$ cat src/rtl/sub_pkg.sv
// Shared constants for the bit-serial subtractor: FSM state encodings and a
// constant-foldable ceil(log2) used to size the bit counter.
package sub_pkg;

    localparam logic [1:0] ST_IDLE  = 2'd0;
    localparam logic [1:0] ST_SHIFT = 2'd1;
    localparam logic [1:0] ST_DONE  = 2'd2;

    function automatic int clog2(input int value);
        int r;
        r = 0;
        while ((1 << r) < value) begin
            r = r + 1;
        end
        return r;
    endfunction

endpackage

$ cat src/rtl/full_subtractor_1bit.sv
// One-bit full subtractor x - y - bi; purely combinational, zero latency.
// No handshake or backpressure; it is the arithmetic cell of the serial loop.
module full_subtractor_1bit (
    input  logic x,
    input  logic y,
    input  logic bi,
    output logic d,
    output logic bo
);

    assign d  = x ^ y ^ bi;
    assign bo = (~x & y) | (~(x ^ y) & bi);

endmodule

$ cat src/rtl/serial_borrow_subtractor_4bit.sv
// Bit-serial a - b - bin, LSB first; result WIDTH+1 cycles after start, with no backpressure.
// start is ignored while busy; SUB_OVERFLOW_FLAG_EN adds a registered two's-complement ovf output.
module serial_borrow_subtractor_4bit
    import sub_pkg::*;
#(
    parameter int WIDTH = 4
) (
    input  logic             clock,
    input  logic             reset_n,
    input  logic             start,
    input  logic [WIDTH-1:0] a,
    input  logic [WIDTH-1:0] b,
    input  logic             bin,
    output logic             busy,
    output logic             done,
    output logic [WIDTH-1:0] diff,
    output logic             bout
`ifdef SUB_OVERFLOW_FLAG_EN
    ,
    output logic             ovf
`endif
);

    localparam int CW = clog2(WIDTH + 1);

    logic [1:0]       r_state;
    logic [1:0]       w_state_nxt;
    logic [WIDTH-1:0] r_a_sh;
    logic [WIDTH-1:0] r_b_sh;
    logic [WIDTH-1:0] r_diff_sh;
    logic [WIDTH-1:0] r_diff;
    logic             r_borrow;
    logic             r_bout;
    logic [CW-1:0]    r_cnt;
    logic             w_d;
    logic             w_bo;
    logic             w_last;
    logic [WIDTH-1:0] w_diff_nxt;

    full_subtractor_1bit u_fs (
        .x  (r_a_sh[0]),
        .y  (r_b_sh[0]),
        .bi (r_borrow),
        .d  (w_d),
        .bo (w_bo)
    );

    assign w_last     = (r_cnt == CW'(WIDTH - 1));
    assign w_diff_nxt = {w_d, r_diff_sh[WIDTH-1:1]};

    always_ff @(posedge clock or negedge reset_n) begin
        if (!reset_n) begin
            r_state <= ST_IDLE;
        end else begin
            r_state <= w_state_nxt;
        end
    end

    always_comb begin
        w_state_nxt = r_state;
        case (r_state)
            ST_IDLE:  if (start)  w_state_nxt = ST_SHIFT;
            ST_SHIFT: if (w_last) w_state_nxt = ST_DONE;
            ST_DONE:  w_state_nxt = ST_IDLE;
            default:  w_state_nxt = ST_IDLE;
        endcase
    end

    always_comb begin
        busy = (r_state == ST_SHIFT);
        done = (r_state == ST_DONE);
    end

    // Result registers load only on the last shift so diff never shows a partial value.
    always_ff @(posedge clock or negedge reset_n) begin
        if (!reset_n) begin
            r_a_sh    <= '0;
            r_b_sh    <= '0;
            r_diff_sh <= '0;
            r_diff    <= '0;
            r_borrow  <= 1'b0;
            r_bout    <= 1'b0;
            r_cnt     <= '0;
        end else begin
            case (r_state)
                ST_IDLE: begin
                    if (start) begin
                        r_a_sh   <= a;
                        r_b_sh   <= b;
                        r_borrow <= bin;
                        r_cnt    <= '0;
                    end
                end
                ST_SHIFT: begin
                    r_a_sh    <= r_a_sh >> 1;
                    r_b_sh    <= r_b_sh >> 1;
                    r_borrow  <= w_bo;
                    r_diff_sh <= w_diff_nxt;
                    r_cnt     <= r_cnt + CW'(1);
                    if (w_last) begin
                        r_diff <= w_diff_nxt;
                        r_bout <= w_bo;
                    end
                end
                default: ;
            endcase
        end
    end

    assign diff = r_diff;
    assign bout = r_bout;

`ifdef SUB_OVERFLOW_FLAG_EN
    logic r_a_msb;
    logic r_b_msb;
    logic r_ovf;

    // Operand sign bits are shifted out of r_a_sh/r_b_sh, so keep them aside.
    always_ff @(posedge clock or negedge reset_n) begin
        if (!reset_n) begin
            r_a_msb <= 1'b0;
            r_b_msb <= 1'b0;
            r_ovf   <= 1'b0;
        end else begin
            if (r_state == ST_IDLE && start) begin
                r_a_msb <= a[WIDTH-1];
                r_b_msb <= b[WIDTH-1];
            end
            if (r_state == ST_SHIFT && w_last) begin
                r_ovf <= (r_a_msb != r_b_msb) && (w_diff_nxt[WIDTH-1] != r_a_msb);
            end
        end
    end

    assign ovf = r_ovf;
`endif

endmodule
$ cat config.mk
export PLATFORM = sky130hd
export DESIGN_NAME = serial_borrow_subtractor_4bit
export DESIGN_NICKNAME = d
export VERILOG_FILES = /design/src/rtl/sub_pkg.sv /design/src/rtl/full_subtractor_1bit.sv /design/src/rtl/serial_borrow_subtractor_4bit.sv
export SDC_FILE = /design/constraint.sdc
export NUM_CORES = 1
export LEC_CHECK = 0
export CAP_MARGIN = 25
export CORE_MARGIN = 2
export CORE_UTILIZATION = 53
export CTS_CLUSTER_SIZE = 20
export DETAILED_ROUTE_END_ITERATION = 8
export HOLD_SLACK_MARGIN = 0.05
export PLACE_DENSITY_LB_ADDON = 0.2
export SETUP_SLACK_MARGIN = 0.05
export SYNTH_ARGS = -nofsm -noshare
export SYNTH_HDL_FRONTEND = slang
export SYNTH_HIERARCHICAL = 1
export SYNTH_SLANG_ARGS = --single-unit
$ cat constraint.sdc
create_clock -name clock -period 3.83 [get_ports clock]
set_input_delay 1.149 -clock clock [delete_from_list [all_inputs] [get_ports clock]]
set_output_delay 1.149 -clock clock [all_outputs]
set_load 0.02 [all_outputs]
* Word level (Yosys, flattened, before mapping)
Index checks and enable logic that the tools add are counted.
Operators by class: equality and inequality tests 5, $lt $le $gt $ge 0, shifts and indexed selects 0, bitwise gates (word level) 7, multipliers 0, add/sub/neg operators 1, reductions and logical operators 5, muxes and demuxes 11, div/mod/pow operators 0
Operators by type and width (count):
- $pmux W4 S2 | 2
- $mux W4 | 2
- $pmux W3 S2 | 1
- $reduce_and A2 Y1 | 3
- $mux W2 | 2
- $pmux W2 S2 | 1
- $add A3 B1 Y3 const B | 1
- $eq A3 B2 Y1 const B | 1
- $mux W3 | 1
- $and A1 B1 Y1 | 2
- $eq A2 B1 Y1 const B | 1
- $eq A2 B2 Y1 const B | 1
- $logic_not A2 Y1 | 1
- $ne A2 B1 Y1 const B | 1
- $ne A2 B2 Y1 const B | 1
- $not A1 Y1 | 2
- $pmux W1 S2 | 1
- $reduce_bool A2 Y1 | 1
- $xor A1 B1 Y1 | 2
- $mux W1 | 1
- $or A1 B1 Y1 | 1
Storage, ports and cells: register bits 23, bits in latches 0, RAM bits 0, ROM bits 0, word-level logic and storage cells 37, output and inout bits 7, input bits 12, memories 0

* Longest topological paths before layout
Gate-level depths: netlist (run 1).
depth in word-level cells 5, gate-level depth with buffers 5, depth with buffers taken out 5

* Modules after synthesis
Netlist (run 1), hierarchy kept.
By module, submodules not included:
- serial_borrow_subtractor_4bit | times used 1, sequential area each 550.5 um^2, area each 974.7 um^2, cells each 88
- full_subtractor_1bit | times used 1, sequential area each 0.0 um^2, area each 31.3 um^2, cells each 4

* Worst setup path after synthesis (run 1)
OpenSTA, ideal clock, no wires.
path kind flip-flop to output port, from register r_state[1], to output done, path buffers 1, data required time 2.681 ns, path slack 1.868 ns, cell stages (with the launch flop) 4, arrival 0.813 ns, cell sequence dfrtp_1 -> buf_6 -> inv_1 -> nor2_1
Between the ends: longest elaborated chain between the ends 1
Ends and longest elaborated chain:
- start, declared | RTL line serial_borrow_subtractor_4bit.sv:26 | logic [1:0] r_state;
- start signal, assigned | RTL line serial_borrow_subtractor_4bit.sv:55 | r_state <= w_state_nxt;
- $eq A2 B2 Y1 | RTL line serial_borrow_subtractor_4bit.sv:71 | done = (r_state == ST_DONE);
- end, declared | RTL line serial_borrow_subtractor_4bit.sv:15 | output logic done,
Every way passes these cells.

* Worst setup path in the final report (run 1)
from register r_state[1], to output busy
Between the ends: longest elaborated chain between the ends 1
Ends and longest elaborated chain:
- $eq A2 B1 Y1 | RTL line serial_borrow_subtractor_4bit.sv:70 | busy = (r_state == ST_SHIFT);
- end, declared | RTL line serial_borrow_subtractor_4bit.sv:14 | output logic busy,
Every way passes these cells.

==> impl_metrics.toml, run 1 <==
[worst_setup_path]
cp-start-kind = "register"
ff2ff_path_depth = 4
crit_required_ps = 2680
critPathMaxFanout = 12
worst-setup-path-type = "reg -> out"
reg2reg_from = "r_cnt[0]"
critPathMaxStageDelay_ps = 600
reg2reg_setup_slack_ps = 2430
worstSetupStartpoint = "r_state[1]"
arrival_ps = 1750
cp-end-kind = "output port"
path_cells = "nand2b_4 -> inv_6 -> clkdlybuf4s50_1"
cp_slowest_cell = "clkdlybuf4s50_1"
reg2reg_to = "diff[0]"
crit_end = "busy"

[synth]
ys_types = 19
syn_nets = 107
postSynthCellCount = 92
yosys_warnings = 6
synth-seq-cells = 22
yosysSeqAreaShare_pct = 54.73
avgSynthCellArea_um2 = 10.93
synth.cell_area_um2 = 1006

[timing]
worst_slew_pin_slew_ps = 966.2
setup_slack_ps = 928.5
timing.fmax_mhz = 344.7
whs_ps = 487.7
maxSlewHeadroom_pct = 35.39
tns_ps = 0
fin_crit_sh_pct = 75.76
period_needed_ps = 2901
finalSetupViolCount = 0
clock-skew-final_ps = 12.10
slew_violations = 0
rsz0062_at_grt = "false"
hold_viol = 0

[floorplanning]
rows = 15
die_area_um2 = 2262
io_pins = 19
die_h_um = 47.57
start_util_pct = 57.02
die_w_um = 47.57
core_um2 = 1764

[layout]
syn_to_final_growth_pct = 24.13
design_area_um2 = 1249
nets = 127
final_cells = 136
diodes = 0
layout_common_cells = "dfrtp_1 (22), clkdlybuf4s50_1 (18), o22ai_1 (13), nand2_1 (13), a21oi_1 (8)"
drive_above_1_share_pct = 11.71
final_common_cell = "dfrtp_1"

[job]
drv_cap = 0

[min_path]
holdCritPathClass = "reg -> reg"

[clock_tree]
clock-sinks = 22
htreeDepth = 1
postCtsHoldBufs = 0
post-cts-setup-buffer-count = 0
clock-root-buffer = "clkbuf_4"
clockBufferDepth = 2
cts_tree = "yes"
cts-resized-gates = 0
clk_pin_slew_worst_paths_ps = 110
clkLatencyLatePin_ps = 310
numCtsBuffers = 3

[placement]
post-place-cells = 132
io_buffers = 18
gp_congestion = 0.8496
placed_area_um2 = 1196
pre_cts_slack_ps = 1271
place.detailed.hpwl_mm = 1.318

[routing]
firstDrtPassIters = 4
viasPerCell = 5.375
via_count = 731
drc = 0
drt-total-wl_mm = 1.800
wl_per_cell_um = 13.24
drtIter0Drc = 19
ant_nets = 0

[global_routing]
antenna_found_initial = 0
grt_pass1_vias = 695
track_usage_pct = 19.12
grt_max_degree = 23
grt-ovfl-total = 0
grt_pass1_wl_mm = 3.015

[status]
status = "finished, final reports clean"

[pwr]
power.density_nw_per_um2 = 864.8
ir_drop_v = 0.0004955
p_leak_nw = 0.5857
-- power by group --
part           internal, mW  switching [mW]
Sequential            0.342          0.0859
Combinational         0.232           0.245
Clock                 0.106          0.0697
-- worst min-delay path by stage --
stage                     slack [ps]      endpoint  depth (start not counted)    startpoint
after floorplan                  450  r_diff_sh[1]                          2  r_diff_sh[1]
after global placement           470      r_cnt[0]                          1      r_cnt[0]
after detailed placement         470      r_cnt[0]                          1      r_cnt[0]
after CTS                        490      r_cnt[0]                          1      r_cnt[0]
after global routing             530      r_cnt[0]                          1      r_cnt[0]
final                            490      r_cnt[0]                          1      r_cnt[0]
-- sequential cells by signal, indices dropped and copies added, names as in the netlist --
| signal | flops |
|---|---|
| r_state | 2 |
| r_b_sh | 4 |
| r_diff_sh | 3 |
| diff | 4 |
| r_cnt | 3 |
| r_a_sh | 4 |
| bout | 1 |
| r_borrow | 1 |
-- Yosys cell counts --
master    number  share of area (%)
a21oi_1        8                4.0
buf_2          2                1.0
buf_6          1                1.1
dfrtp_1       22                 55
fa_1           1                2.0
ha_1           2                2.5
inv_1          7                2.6
inv_6          1               0.87
mux2_4         5                7.5
nand2_1       13                4.9
nand2_4        1                1.1
nand2b_1       1               0.62
nand2b_4       1                1.4
nor2_1         5                1.9
nor2b_1        2                1.2
o21ai_0        5                2.5
o221a_2        1                1.1
o22ai_1       13                8.1
or4b_1         1                1.0
-- stage by stage --
step	util, %	total power [mW]
2_1_floorplan	-	0.7640
3_3_place_gp	67.80	0.8932
3_5_place_dp	67.80	0.9072
4_1_cts	70.78	1.087
5_1_grt	70.78	1.165
6_report	70.78	1.080
-- routing by layer --
metal	up-vias	global-route usage (%)	routed length [µm]
met3	2	4.528	78
met4	0	6.486	10
li1	359	-	-
met1	346	26.20	835
met2	24	30.00	875
met5	-	0	0
-- layout make-up --
type                    instances  area, µm²
clock buffers                   3      22.52
inverters                       8      35.03
flip-flops and latches         22      550.5
multi-input cells              59      399.1
well taps                      25      31.28
repair buffers                 18      180.2
clock inverters                 1      30.03
fillers                       131      515.5
-- worst max-delay path, delay by kind of cell (launching register included) --
family,cells,cell delay [ps]
buffers and inverters,2,710
flip-flops,1,490
AND/OR/NAND/NOR,1,250
-- kinds of logic after synthesis --
| family | Yosys count | share of synthesized area, % |
|---|---|---|
| AO/OA/AOI/OAI | 27 | 15.67 |
| flip-flops | 22 | 54.73 |
| multiplexers | 5 | 7.462 |
| adder cells (fa/ha/maj) | 3 | 4.477 |
| buffers and inverters | 11 | 5.598 |
| AND/OR/NAND/NOR | 24 | 12.07 |
No activity file was read; power rests on OpenSTA's default activity.
==> run 2: changes to the inputs <==
Settings changed: CORE_UTILIZATION 53 to 50.
Clock period 3.83 ns to 3 ns, I/O delays scaled along.
==> impl_metrics.toml, run 2 (synthesis results as in run 1) <==
[clock_tree]
clock-root-buffer = "clkbuf_4"
numCtsBuffers = 3
cts-resized-gates = 0
cts_tree = "yes"
clkLatencyLatePin_ps = 300
htreeDepth = 1
clockBufferDepth = 2
clk_pin_slew_worst_paths_ps = 110
clock-sinks = 22
postCtsHoldBufs = 0
post-cts-setup-buffer-count = 0

[layout]
nets = 128
diodes = 0
drive_above_1_share_pct = 11.71
final_common_cell = "dfrtp_1"
syn_to_final_growth_pct = 22.14
post-route-util_pct = 63.93
final_cells = 138
design_area_um2 = 1229
layout_common_cells = "dfrtp_1 (22), clkdlybuf4s50_1 (18), o22ai_1 (13), nand2_1 (13), a21oi_1 (8)"

[timing]
fin_crit_sh_pct = 88.43
hold_viol = 0
clock-skew-final_ps = 4.341
finalSetupViolCount = 0
whs_ps = 482.8
rsz0062_at_grt = "false"
period_needed_ps = 2653
worst_slew_pin_slew_ps = 360.9
slew_violations = 0
tns_ps = 0
maxSlewHeadroom_pct = 75.86
timing.fmax_mhz = 377.0

[pwr]
power.density_nw_per_um2 = 1055
ir_drop_v = 0.0005463
p_leak_nw = 0.5764

[floorplanning]
die_area_um2 = 2387
die_h_um = 48.86
io_pins = 19
core_um2 = 1922
rows = 16
die_w_um = 48.86
start_util_pct = 52.34

[routing]
drt-total-wl_mm = 1.887
drc = 0
firstDrtPassIters = 4
drtIter0Drc = 18
viasPerCell = 5.435
via_count = 750
ant_nets = 0
wl_per_cell_um = 13.67

[placement]
placed_area_um2 = 1206
io_buffers = 18
post-place-cells = 135
gp_congestion = 0.7822
place.detailed.hpwl_mm = 1.412

[worst_setup_path]
worst-setup-path-type = "reg -> out"
reg2reg_from = "r_cnt[0]"
critPathMaxFanout = 12
worstSetupStartpoint = "r_state[1]"
crit_end = "busy"
reg2reg_setup_slack_ps = 1590
critPathMaxStageDelay_ps = 600
arrival_ps = 1750
cp_slowest_cell = "clkdlybuf4s50_1"
reg2reg_to = "diff[2]"
cp-start-kind = "register"
ff2ff_path_depth = 4
path_cells = "nand2b_4 -> inv_6 -> clkdlybuf4s50_1"
cp-end-kind = "output port"
crit_required_ps = 2100

[job]
drv_cap = 0

[global_routing]
grt_max_degree = 23
grt_pass1_wl_mm = 3.339
grt-ovfl-total = 0
grt_pass1_vias = 744
track_usage_pct = 18.39
antenna_found_initial = 0

[min_path]
worstHoldPathCells = 1
holdCritPathClass = "reg -> reg"

[status]
status = "finished, final reports clean"
[run 2: cell count changes in the layout (fill, tap and decap cells not counted)]
cell       before  now
buf_4           0    1
bufinv_16       1    0
[run 2: final cells by class]
type	count	area, µm²
inverters	8	35.03
clock buffers	3	22.52
multi-input cells	59	399.1
repair buffers	19	187.7
flip-flops and latches	22	550.5
well taps	27	33.78
fillers	169	693.2
[run 2: how the worst min path moves through the flow]
stage / slack [ps] / start / endpoint
after floorplan: 450 / r_diff_sh[1] / r_diff_sh[1]
after global placement: 460 / r_cnt[0] / r_cnt[0]
after detailed placement: 480 / r_diff_sh[1] / r_diff_sh[1]
after CTS: 490 / r_cnt[0] / r_cnt[0]
after global routing: 520 / r_cnt[0] / r_cnt[0]
final: 480 / r_cnt[0] / r_cnt[0]
[run 2: where the power goes]
group | switching, mW | internal (mW) | total (mW)
combinational | 0.322 | 0.299 | 0.621
sequential | 0.109 | 0.437 | 0.545
clock | 0.0834 | 0.0469 | 0.130
total | 0.514 | 0.782 | 1.30
[run 2: routing by layer]
metal	up-vias	wire length, µm	track usage [%]
met5	-	0	0
met4	0	29	8.571
met3	3	88	4.294
met2	21	925	29.91
met1	364	843	23.30
li1	362	-	-
[run 2: per-stage QoR]
| stage | worst slack (ps) | power [mW] |
|---|---|---|
| after floorplan | 1287 | 0.9753 |
| after global placement | 715.3 | 1.148 |
| after detailed placement | 656.5 | 1.176 |
| after CTS | 345.9 | 1.304 |
| after global routing | 269.4 | 1.406 |
| final | 347.2 | 1.297 |
[run 2: critical path, delay by kind of cell (launching register included)]
| kind | cells | cell delay (ps) |
|---|---|---|
| buf+inv | 2 | 710 |
| simple gates | 1 | 250 |
| flops | 1 | 480 |
